<file path="src/rtl/uart_tx_pkg.sv">
// Shared types and constants for the UART transmit path.
package uart_tx_pkg;

  typedef enum logic [2:0] {
    IDLE,
    START,
    DATA,
    PARITY,
    STOP
  } uart_tx_state_e;

  // Line mux select encodings.
  localparam logic [1:0] MUX_START  = 2'd0;
  localparam logic [1:0] MUX_DATA   = 2'd1;
  localparam logic [1:0] MUX_PARITY = 2'd2;
  localparam logic [1:0] MUX_STOP   = 2'd3;

endpackage

</file>
<file path="src/rtl/uart_tx_ctrl_if.sv">
// Handshake, baud and serializer-side signals of the UART transmit sequencer.
interface uart_tx_ctrl_if #(
  parameter int unsigned DATA_WIDTH = 8,
  parameter int unsigned IDX_W      = $clog2(DATA_WIDTH)
) ();

  logic                  baud_tick;
  logic [DATA_WIDTH-1:0] p_data;
  logic                  data_valid;
  logic                  par_en;
  logic                  par_typ;
  logic                  data_ready;
  logic                  busy;
  logic                  ser_en;
  logic [IDX_W-1:0]      ser_data_index;
  logic [DATA_WIDTH-1:0] ser_parallel_data;
  logic                  par_bit;
  logic [1:0]            mux_sel;

  modport master (
    output baud_tick, p_data, data_valid, par_en, par_typ,
    input  data_ready, busy, ser_en, ser_data_index, ser_parallel_data, par_bit, mux_sel
  );

  modport slave (
    input  baud_tick, p_data, data_valid, par_en, par_typ,
    output data_ready, busy, ser_en, ser_data_index, ser_parallel_data, par_bit, mux_sel
  );

endinterface

</file>
<file path="src/rtl/uart_tx_ctrl_parity_calc.sv">
// Combinational parity generator; par_typ = 0 gives even parity, 1 gives odd.
module parity_calc #(
  parameter int unsigned DATA_WIDTH = 8
) (
  input  logic [DATA_WIDTH-1:0] data,
  input  logic                  par_typ,
  output logic                  par
);

  assign par = (^data) ^ par_typ;

endmodule

</file>
<file path="src/rtl/uart_tx_ctrl.sv">
// UART frame sequencer: latches a byte, then steps start/data/parity/stop on each baud_tick
// while driving the serializer load enable, bit index and line mux select.
module uart_tx_ctrl
  import uart_tx_pkg::*;
#(
  parameter int unsigned DATA_WIDTH = 8,
  parameter int unsigned IDX_W      = $clog2(DATA_WIDTH)
) (
  input  logic           clk,
  input  logic           reset,
  uart_tx_ctrl_if.slave  bus
);

  localparam logic [IDX_W-1:0] LastIdx = IDX_W'(DATA_WIDTH - 1);

  uart_tx_state_e        state_q, state_d;
  logic [IDX_W-1:0]      cnt_q, cnt_d;
  logic [DATA_WIDTH-1:0] data_q;
  logic                  par_en_q, par_typ_q, par_bit_q;
  logic                  par_calc;

  logic                  data_ready;
  logic                  ser_en;
  logic [IDX_W-1:0]      ser_data_index;
  logic [1:0]            mux_sel;
  logic                  accept;

  parity_calc #(
    .DATA_WIDTH (DATA_WIDTH)
  ) u_parity_calc (
    .data    (bus.p_data),
    .par_typ (bus.par_typ),
    .par     (par_calc)
  );

  always_comb begin
    state_d        = state_q;
    cnt_d          = cnt_q;
    mux_sel        = MUX_STOP;
    ser_en         = 1'b0;
    ser_data_index = '0;
    data_ready     = 1'b0;
    unique case (state_q)
      IDLE: begin
        data_ready = 1'b1;
        if (bus.data_valid) state_d = START;
      end
      START: begin
        mux_sel = MUX_START;
        // Bit 0 is preloaded so the serializer shows it from the first DATA cycle.
        ser_en  = 1'b1;
        if (bus.baud_tick) begin
          state_d = DATA;
          cnt_d   = '0;
        end
      end
      DATA: begin
        mux_sel = MUX_DATA;
        if (bus.baud_tick) begin
          if (cnt_q == LastIdx) begin
            state_d = par_en_q ? PARITY : STOP;
          end else begin
            cnt_d          = cnt_q + 1'b1;
            ser_en         = 1'b1;
            ser_data_index = cnt_q + 1'b1;
          end
        end
      end
      PARITY: begin
        mux_sel = MUX_PARITY;
        if (bus.baud_tick) state_d = STOP;
      end
      STOP: begin
        mux_sel = MUX_STOP;
        if (bus.baud_tick) begin
          // Accepting on the stop tick chains frames with no idle gap.
          data_ready = 1'b1;
          state_d    = bus.data_valid ? START : IDLE;
        end
      end
      default: state_d = IDLE;
    endcase
  end

  assign accept = bus.data_valid && data_ready;

  always_ff @(posedge clk or posedge reset) begin
    if (reset) begin
      state_q   <= IDLE;
      cnt_q     <= '0;
      data_q    <= '0;
      par_en_q  <= 1'b0;
      par_typ_q <= 1'b0;
      par_bit_q <= 1'b0;
    end else begin
      state_q <= state_d;
      cnt_q   <= cnt_d;
      if (accept) begin
        data_q    <= bus.p_data;
        par_en_q  <= bus.par_en;
        par_typ_q <= bus.par_typ;
        par_bit_q <= par_calc;
      end
    end
  end

  assign bus.data_ready        = data_ready;
  assign bus.busy              = (state_q != IDLE);
  assign bus.ser_en            = ser_en;
  assign bus.ser_data_index    = ser_data_index;
  assign bus.ser_parallel_data = data_q;
  assign bus.par_bit           = par_bit_q;
  assign bus.mux_sel           = mux_sel;

endmodule

</file>
<file path="src/flat_wrapper.sv">
// flat-port wrapper written by rule: the top's interface ports become plain ports
module uart_tx_ctrl_flat import uart_tx_pkg::*;
#(
  parameter int unsigned DATA_WIDTH = 8,
  parameter int unsigned IDX_W      = $clog2(DATA_WIDTH)
)
  (clk, reset, bus_baud_tick, bus_p_data, bus_data_valid, bus_par_en, bus_par_typ, bus_data_ready, bus_busy, bus_ser_en, bus_ser_data_index, bus_ser_parallel_data, bus_par_bit, bus_mux_sel);
  uart_tx_ctrl_if #(.DATA_WIDTH(DATA_WIDTH), .IDX_W(IDX_W)) bus_i ();
  input  logic clk;
  input  logic reset;
  input wire logic [$bits(bus_i.baud_tick)-1:0] bus_baud_tick;
  input wire logic [$bits(bus_i.p_data)-1:0] bus_p_data;
  input wire logic [$bits(bus_i.data_valid)-1:0] bus_data_valid;
  input wire logic [$bits(bus_i.par_en)-1:0] bus_par_en;
  input wire logic [$bits(bus_i.par_typ)-1:0] bus_par_typ;
  output wire logic [$bits(bus_i.data_ready)-1:0] bus_data_ready;
  output wire logic [$bits(bus_i.busy)-1:0] bus_busy;
  output wire logic [$bits(bus_i.ser_en)-1:0] bus_ser_en;
  output wire logic [$bits(bus_i.ser_data_index)-1:0] bus_ser_data_index;
  output wire logic [$bits(bus_i.ser_parallel_data)-1:0] bus_ser_parallel_data;
  output wire logic [$bits(bus_i.par_bit)-1:0] bus_par_bit;
  output wire logic [$bits(bus_i.mux_sel)-1:0] bus_mux_sel;
  assign bus_i.baud_tick = bus_baud_tick;
  assign bus_i.p_data = bus_p_data;
  assign bus_i.data_valid = bus_data_valid;
  assign bus_i.par_en = bus_par_en;
  assign bus_i.par_typ = bus_par_typ;
  assign bus_data_ready = bus_i.data_ready;
  assign bus_busy = bus_i.busy;
  assign bus_ser_en = bus_i.ser_en;
  assign bus_ser_data_index = bus_i.ser_data_index;
  assign bus_ser_parallel_data = bus_i.ser_parallel_data;
  assign bus_par_bit = bus_i.par_bit;
  assign bus_mux_sel = bus_i.mux_sel;
  uart_tx_ctrl #(.DATA_WIDTH(DATA_WIDTH), .IDX_W(IDX_W)) u_core (.clk(clk), .reset(reset), .bus(bus_i));
endmodule
</file>
<file path="config.mk">
export PLATFORM = sky130hd
export DESIGN_NAME = uart_tx_ctrl_flat
export DESIGN_NICKNAME = d
export VERILOG_FILES = /design/src/rtl/uart_tx_pkg.sv /design/src/rtl/uart_tx_ctrl_if.sv /design/src/rtl/uart_tx_ctrl_parity_calc.sv /design/src/rtl/uart_tx_ctrl.sv /design/src/flat_wrapper.sv
export SDC_FILE = /design/constraint.sdc
export NUM_CORES = 1
export LEC_CHECK = 0
export CORE_MARGIN = 3
export CORE_UTILIZATION = 45
export CTS_BUF_LIST = sky130_fd_sc_hd__clkbuf_2 sky130_fd_sc_hd__clkbuf_4 sky130_fd_sc_hd__clkbuf_8
export CTS_CLUSTER_DIAMETER = 100
export DETAILED_ROUTE_END_ITERATION = 8
export PLACE_DENSITY = 0.78
export SYNTH_ARGS = -nofsm -noshare
export SYNTH_HDL_FRONTEND = slang
export SYNTH_SLANG_ARGS = --single-unit
</file>
<file path="constraint.sdc">
create_clock -name clk -period 1.71 [get_ports clk]
set_input_delay 0.2565 -clock clk [delete_from_list [all_inputs] [get_ports clk]]
set_output_delay 0.2565 -clock clk [all_outputs]
set_load 0.02 [all_outputs]
</file>
==> results of run 1 <==
==> routing by layer <==
layer,vias up,part of all wire [%]
met3,9,4.6
met5,-,0
met1,361,36
met2,25,57
li1,369,-
met4,0,2.5
==> repair_timing <==
item | CTS | global route
pin swaps | 4 | 2
endpoints found under the setup margin | 8 | 7
buffers inserted | 11 | 1
resized for setup | 43 | 3
==> synthesized netlist by cell type <==
cell type  number  area, um^2
a21o_1          2       15.01
a22oi_1         1       7.510
and2_1          1       6.260
and3_1          1       6.260
buf_2           1       5.000
clkbuf_1        2       7.510
dfrtp_1        16       400.4
ha_1            2       25.02
inv_1           3       11.26
mux2_2         11       123.9
nand2_1         1       3.750
nand2_4         1       11.26
nand2b_1        3       18.77
nand3_1         1       5.000
nand4b_1        1       8.760
nor2_1          6       22.52
nor2b_1         5       31.28
nor3b_4         1       18.77
o211ai_1        1       7.510
o21ai_0         5       25.02
o21ai_1         1       5.000
o21bai_1        1       7.510
o32ai_1         1       8.760
or3_1           1       6.260
xnor2_1         5       43.79
xnor3_1         1       22.52
xor2_1          1       8.760
==> critical path, cell delays in order (launching register included) <==
cell and delay (ns):
dfrtp_1 0.40, ha_2 0.21, ha_4 0.15, nand4b_1 0.25, nor2_2 0.18, buf_4 0.17
==> final timing paths <==
| path | startpoint | to | slack (ns) | cells after the start |
|---|---|---|---|---|
| setup reg to reg | u_core.cnt_q[1] | u_core.cnt_q[2] | 0.14 | 6 |
| setup / recovery | u_core.cnt_q[1] | bus_ser_data_index[1] | -0.20 | 5 |
| hold reg to reg | u_core.bus.ser_parallel_data[1] | u_core.bus.ser_parallel_data[1] | 0.52 | 1 |
| min in group clk | u_core.bus.ser_parallel_data[1] | u_core.bus.ser_parallel_data[1] | 0.52 | 1 |
| hold / removal | reset | u_core.bus.ser_parallel_data[7] | 0.27 | 3 |
| max in group asynchronous | reset | u_core.state_q[1] | 1.25 | 3 |
==> state kept, by name, summed over array words and instances (netlist names) <==
| signal | flops |
|---|---|
| u_core.bus.ser_parallel_data | 8 |
| u_core.cnt_q | 3 |
| u_core.state_q | 3 |
| u_core.bus.par_bit | 1 |
| u_core.par_en_q | 1 |
==> final cells by class <==
class / instances / area, um^2
Clock buffer: 4 / 36.28
Fill cell: 127 / 375.4
Inverter: 3 / 11.26
Multi-Input combinational cell: 54 / 464.2
Sequential cell: 16 / 401.6
Tap cell: 25 / 31.28
Timing Repair Buffer: 52 / 444.2
==> where the power goes <==
| part | leakage (uW) | switching [uW] | total, uW | internal, uW |
|---|---|---|---|---|
| clock network | 0.0000210 | 123 | 253 | 130 |
| registers | 0.000195 | 132 | 687 | 555 |
| logic | 0.000437 | 671 | 1430 | 763 |
==> cell families after synthesis <==
family | Yosys count | synth area share, %
AOI/OAI and AO/OA | 12 | 8.840
xor gates and xnor gates | 7 | 8.695
adders and majority gates | 2 | 2.898
buffers and inverters | 6 | 2.753
DFF | 16 | 46.38
muxes | 11 | 14.35
and+or+nand+nor | 22 | 16.09
==> metrics by stage <==
stage          cells  hold WS, ns  utilization, %
5_1_grt          154       0.2969           78.72
3_5_place_dp     142       0.4750           72.98
2_1_floorplan     76       0.1702               -
3_3_place_gp     142       0.4655           72.98
6_report         154       0.2698           78.72
4_1_cts          157       0.2825           81.42
==> results.ini, run 1 <==
[status]
outcome=finished with violations
failed_checks=setup timing

[grt]
antenna_violations_before_repair=0
grt_start_max_net_pins=17
grt_met1_use_pct=19.57
gr-usage-met2_pct=39.87
grt.overflow.total=0
grt_pass1_vias=860
groute.layer.met3.usage_pct=5.438
grtUsageTotal_pct=20.51
grt_most_used_layer=met2
wire_length_of_the_first_global_routing_pass_um=3719

[clock_network]
clk_path_buf_depth=2
post_cts_hold_buffer_count=0
cts.clk_slew.worst_paths_ns=0.10
root_buffer=clkbuf_4
cts.htree.levels=1
tritoncts_num_sinks=16
insertion_delay_ns=0.29
inserted_clock_buffers=3
cts_tree=built

[place]
dp.final_hpwl_um=1506
post-place-ws_ns=-0.3121
placement.io_buffers=30
placement.cell_area_um2=1287
gpl.final_weighted_congestion=0.8533

[synthesis]
synth-warning-count=0
post_synth_inst_count=76
synth.lib_cells_used.distinct=27
postSynthRegisterBits=16
synthesis.nets=92
synth_area_per_cell_um2=11.36
post_synth_instance_area_um2=863.3
synth-seq-area-share_pct=46.38

[timing]
timing_max_transition_violations_final=0
final.min_clock_period_ns=1.907
grt_setup_unrepaired=true
report.final.setup_viol=4
fin_ws_ns=-0.1969
clock-skew-final_ns=0.001626
tns_ns=-0.6967
tightestPinTransition_ns=0.2240
report.final.hold_viol_count=0
max_clock_freq_mhz=524.4
timing.slew.headroom_pct=84.91
final_worst_path_cycle_share_pct=111.5

[route]
drtIter0Drc=5
via_per_inst=4.961
via_count=764
drt-total-wl_um=2217
drtAntennaViolNets=0
dr.pass1.iters=4
route.detailed.wl_per_inst_um=14.40
post-route-drc-count=0

[worst_setup_path]
cp.arrival_ns=1.65
worst-setup-path-type=register to output port
worstSetupStartpointType=register
worst_path_maximum_fanout=3
cp_data_required_time_ns=1.45
cp-end-kind=output port

[pwr]
worst_ir_drop_vdd_uv=980.2
power_density_nw_per_um2=1710
leakage_power_summed_over_all_cells_uw=0.0006523
power.total_uw=2374

[floorplan]
rows=15
die-height_um=49.80
io_pins=31
floorplan.initialDensity_pct=48.94
die_width_um=49.80
fp.dieArea_um2=2480
core_area_um2=1764

[layout]
final_instance_area_um2=1389
final_common_cell=buf_4
top_library_cells_by_usage_in_the_layout_fill_and_taps_aside=buf_4 (23), clkdlybuf4s50_1 (22), dfrtp_1 (15)
area_added_between_synthesis_and_finish_pct=60.87
antenna_cells=0
finish.net_count=146
drive_above_1_share_pct=40.31

[worst_hold_path]
min_path_type=primary input to asynchronous set/reset pin

[run]
cap_violations=0

Note: power is estimated with default switching activity, not from simulation.
==> run 2, diff against run 1 <==
--- a/config.mk
+++ b/config.mk
@@ -5,12 +5,14 @@
 export SDC_FILE = /design/constraint.sdc
 export NUM_CORES = 1
 export LEC_CHECK = 0
+export CAP_MARGIN = 20
 export CORE_MARGIN = 3
 export CORE_UTILIZATION = 45
 export CTS_BUF_LIST = sky130_fd_sc_hd__clkbuf_2 sky130_fd_sc_hd__clkbuf_4 sky130_fd_sc_hd__clkbuf_8
 export CTS_CLUSTER_DIAMETER = 100
 export DETAILED_ROUTE_END_ITERATION = 8
 export PLACE_DENSITY = 0.78
+export SLEW_MARGIN = 20
 export SYNTH_ARGS = -nofsm -noshare
 export SYNTH_HDL_FRONTEND = slang
 export SYNTH_SLANG_ARGS = --single-unit
==> results of run 2 <==
Final layout, timing and power as in run 1 (identical DEF).
